$ cat src/rtl/identifier_de.sv
// identifier_de: tracks min/max of a roll stream and reports the narrowest die whose bounds contain it.
// Optional IDENTIFIER_DE_BORNES_EN exposes the running extremes as min_obs/max_obs ports.
module identifier_de #(
    parameter int NB_MAX_TIRAGES = 255
) (
    input  logic       clk,
    input  logic       rst_n,
    input  logic [6:0] valeur,
    input  logic       valeur_valide,
    input  logic       fin,
    output logic       pret,
    output logic [2:0] id_de,
    output logic       id_valide,
    output logic       erreur,
    output logic [7:0] nb_tirages
`ifdef IDENTIFIER_DE_BORNES_EN
    ,
    output logic [6:0] min_obs,
    output logic [6:0] max_obs
`endif
);
    typedef enum logic [1:0] {VIDE, ACCUM, CALCUL, RESULTAT} etat_t;
    localparam logic [7:0] NB_MAX = 8'(NB_MAX_TIRAGES);
    etat_t etat;
    logic [6:0] min_r, max_r;
    logic pret_etat, accepte, plein, bas, aucun;
    logic [2:0] id_sel;
    assign plein   = nb_tirages >= NB_MAX;
    assign pret    = rst_n && pret_etat;
    assign accepte = valeur_valide && pret_etat;
    always_comb begin
        pret_etat = (etat == CALCUL) ? 1'b0 : (etat == ACCUM) ? !plein : 1'b1;
    end
    // Dice 3 and 7 are the only ones whose range starts at 0.
    always_comb begin
        bas    = min_r != 7'd0;
        aucun  = max_r > 7'd99;
        id_sel = (bas && max_r <= 7'd4)  ? 3'd0 :
                 (bas && max_r <= 7'd6)  ? 3'd1 :
                 (bas && max_r <= 7'd8)  ? 3'd2 :
                 (max_r <= 7'd9)         ? 3'd3 :
                 (bas && max_r <= 7'd12) ? 3'd4 :
                 (bas && max_r <= 7'd20) ? 3'd5 :
                 (bas && max_r <= 7'd30) ? 3'd6 :
                 (max_r <= 7'd99)        ? 3'd7 : 3'd0;
    end
    always_ff @(posedge clk) begin
        if (!rst_n) begin
            etat       <= VIDE;
            id_de      <= 3'd0;
            id_valide  <= 1'b0;
            erreur     <= 1'b0;
            nb_tirages <= 8'd0;
            min_r      <= 7'd0;
            max_r      <= 7'd0;
        end else begin
            case (etat)
                VIDE, RESULTAT: begin
                    if (accepte) begin
                        min_r      <= valeur;
                        max_r      <= valeur;
                        nb_tirages <= 8'd1;
                        id_valide  <= 1'b0;
                        etat       <= ACCUM;
                    end else if (fin && etat == VIDE) begin
                        nb_tirages <= 8'd0;
                        erreur     <= 1'b1;
                        id_de      <= 3'd0;
                        id_valide  <= 1'b1;
                        etat       <= RESULTAT;
                    end
                end
                ACCUM: begin
                    if (accepte) begin
                        min_r      <= (valeur < min_r) ? valeur : min_r;
                        max_r      <= (valeur > max_r) ? valeur : max_r;
                        nb_tirages <= nb_tirages + 8'd1;
                    end
                    if (fin) etat <= CALCUL;
                end
                CALCUL: begin
                    id_de     <= id_sel;
                    erreur    <= aucun;
                    id_valide <= 1'b1;
                    etat      <= RESULTAT;
                end
                default: etat <= VIDE;
            endcase
        end
    end
`ifdef IDENTIFIER_DE_BORNES_EN
    assign min_obs = min_r;
    assign max_obs = max_r;
`endif
endmodule

$ cat config.mk
export PLATFORM = sky130hd
export DESIGN_NAME = identifier_de
export DESIGN_NICKNAME = d
export VERILOG_FILES = /design/src/rtl/identifier_de.sv
export SDC_FILE = /design/constraint.sdc
export NUM_CORES = 1
export LEC_CHECK = 0
export BUFFER_PORTS_ARGS = -buffer_cell sky130_fd_sc_hd__buf_2
export CORE_UTILIZATION = 30
export DETAILED_ROUTE_END_ITERATION = 8
export PLACE_DENSITY_LB_ADDON = 0.25
export SLEW_MARGIN = 10
export SYNTH_ARGS = -nofsm -noshare
export SYNTH_HDL_FRONTEND = slang
export SYNTH_SLANG_ARGS = --single-unit
$ cat constraint.sdc
create_clock -name clk -period 2.5 [get_ports clk]
set_input_delay 0.5 -clock clk [delete_from_list [all_inputs] [get_ports clk]]
set_output_delay 0.5 -clock clk [all_outputs]
set_load 0.01 [all_outputs]
==> results.py <==
metrics = {
    "pwr": {
        "p_per_area_nw_per_um2": 1050,
        "ir_drop_mv": 0.442,
        "leakagePower_nw": 0.927,
        "power_w": 0.00230,
    },
    "final_layout": {
        "utilization_pct": 36.7,
        "antenna_cells": 0,
        "mostFrequentLayoutCells": "dfxtp_1, nand2_1, buf_2, inv_1, ha_1",
        "nNetsFinal": 274,
        "mostFrequentLayoutCell": "dfxtp_1",
        "syn_to_final_growth_pct": 16.4,
        "final_layout_size_suffix_gt1_share_pct": 21.1,
    },
    "worst_setup_path": {
        "crit_type": "flop to output port",
        "rr_startpoint": "etat[0]",
        "cp_num_buf_inv": 2,
        "ff2ff_setup_slack_ns": 0.50,
        "endpoint": "pret",
        "cp-startpoint": "etat[1]",
        "cp_slowest_stage_delay_ns": 0.40,
        "crit_family": "adder cells",
        "cp.depth": 6,
        "path_cells": "inv_1, ha_1, nand4_4, nor2_1, nor3_1, buf_2",
        "slowest_stage": "ha_1",
        "start_kind": "flop",
        "cp_max_fo": 9,
        "reg2reg_to": "max_r[5]",
        "worstPathRequired_ns": 2.00,
        "cp.arrival_ns": 1.63,
        "r2r_cells": 7,
        "end_kind": "output port",
    },
    "yosys": {
        "syn_inst": 218,
        "synthMuxAreaShare_pct": 7.95,
        "synth_xor_xnor_area_share_pct": 3.25,
        "yosys.area_share.simple_pct": 21.0,
        "ys_seq_area_share_pct": 30.7,
        "synth_area_leaders": "dfxtp_1, ha_1, mux2i_1",
        "syn_avg_cell_area_um2": 8.66,
        "synth_top_family_by_area": "simple AND/OR/NAND/NOR gates",
        "synth_area_um2": 1890,
        "synth_compound_area_share_pct": 19.5,
        "synth_nets": 247,
        "async_flop_share_pct": 0,
        "ys_ff_latch": 29,
        "ys_types": 44,
        "yosysTopAreaCellShare_pct": 30.7,
        "synth_enable_flop_cells": 0,
        "synthAdderAreaFrac_pct": 11.9,
        "synth_ff_type": "dfxtp_1",
        "synth.largest_area_cell": "dfxtp_1",
        "yosysWarnings": 0,
    },
    "routing": {
        "first_pass_iters": 4,
        "vias_per_cell": 4.93,
        "drt-total-wl_um": 4140,
        "drcViolationCount": 0,
        "drtIter0Drc": 35,
        "wire_per_inst_um": 12.9,
        "ant_nets": 0,
        "vias": 1581,
    },
    "timing": {
        "period_share_pct": 85.1,
        "finalSetupViolCount": 0,
        "finalClockSkew_ns": 0.00701,
        "hold_viol_final": 0,
        "report.final.slew_viol_count": 0,
        "timing.fmax_mhz": 470,
        "post-route-min-period_ns": 2.13,
        "tightestPinTransition_ns": 0.485,
        "setup_slack_ns": 0.372,
        "rsz0062_at_grt": "no",
        "maxSlewHeadroom_pct": 67.4,
        "setup_tns_ns": 0,
    },
    "clock_network": {
        "cts_max_path_buffers": 2,
        "cts_hold_buf": 0,
        "cts_tree": "done",
        "post_cts_resized": 0,
        "clock_latency_ns": 0.28,
        "cts_sinks": 29,
        "cts_max_level": 2,
        "cts_root_buf": "clkbuf_8",
        "clkTransAtPathRegs_ns": 0.06,
        "postCtsSetupBuffers": 0,
        "cts_buffers": 5,
    },
    "die": {
        "dieArea_um2": 6610,
        "initial_core_util_pct": 31.5,
        "pin_count": 25,
        "die-height_um": 81.3,
        "rows": 28,
        "die_w_um": 81.3,
        "core-area_um2": 5990,
    },
    "grt": {
        "grt_pass1_vias": 1484,
        "grt_pass1_wl_um": 6910,
        "grt_usage_pct": 13.9,
        "antenna_found_initial": 0,
        "grt-ovfl-total": 0,
        "grt_start_max_net_pins": 27,
    },
    "placement": {
        "portBuffers": 24,
        "gp_congestion": 0.765,
        "hpwl_um": 3140,
        "pre_cts_ws_ns": 0.446,
    },
    "outcome": {
        "status": "complete, no violations",
    },
    "flow_run": {
        "max_cap_viol_count": 0,
    },
    "worst_hold_path": {
        "hp-class": "flop to flop",
    },
}
-- worst min path at each step --
stage,startpoint,to,cells after the start
after floorplan,min_r[1],min_r[1],2
after global placement,min_r[1],min_r[1],2
after detailed placement,min_r[5],min_r[5],2
after CTS,min_r[5],min_r[5],2
after global routing,id_de[1],id_de[1],2
final,id_de[1],id_de[1],2
-- through the flow --
stage / hold slack, ns / std cells / cell area (um^2)
after floorplan: 0.447 / 218 / 1890
after global placement: 0.459 / 313 / 2080
after detailed placement: 0.469 / 313 / 2080
after CTS: 0.478 / 321 / 2200
after global routing: 0.488 / 321 / 2200
final: 0.476 / 321 / 2200
-- kinds of logic after synthesis --
family	count (synthesis)
compound gates	50
xor+xnor	7
fa+ha+maj	18
buf+inv	25
flops	29
mux	15
simple gates	74
-- worst register-to-register path: stages (launching register included) --
cell	delay [ns]
dfxtp_1	0.38
inv_1	0.08
ha_1	0.42
nor2_2	0.10
a211oi_1	0.18
o21ai_0	0.17
o21ai_4	0.34
mux2i_1	0.25
-- synth_stat cells, types with 4 or more instances --
cell	count
nor2_1	12
nand2_1	27
clkbuf_1	4
dfxtp_1	29
mux2i_1	15
nand4_1	5
nor2b_1	5
nand3_1	7
ha_1	18
inv_1	19
o21ai_0	10
a21oi_1	17
xnor2_1	6
-- registers in the layout, indices dropped and copies added (netlist names) --
| signal | cells |
|---|---|
| erreur | 1 |
| etat | 2 |
| id_de | 3 |
| id_valide | 1 |
| max_r | 7 |
| min_r | 7 |
| nb_tirages | 8 |
-- metal layers --
layer	track usage [%]	routed length (um)	share of wire, %	vias to the layer above
li1	-	-	-	824
met1	18.2	2140	52	728
met2	21.4	1760	42	23
met3	3.37	157	3.8	6
met4	6.43	78	1.9	0
met5	0	0	0	-
-- layout make-up --
type	instances	area, um^2
Fill cell	633	3790
Multi-Input combinational cell	164	1200
Sequential cell	29	581
Timing Repair Buffer	26	135
Tap cell	75	93.8
Clock buffer	7	86.3
Inverter	19	71.3
Clock inverter	1	30.0
-- report_power, final --
part | leakage, nW | switching (W) | internal (W) | total (W)
clock | 0.0585 | 0.000184 | 0.000325 | 0.000508
combinational | 0.632 | 0.000618 | 0.000457 | 0.00108
sequential | 0.237 | 0.000131 | 0.000584 | 0.000715
Power figures use the tool's default switching activity.
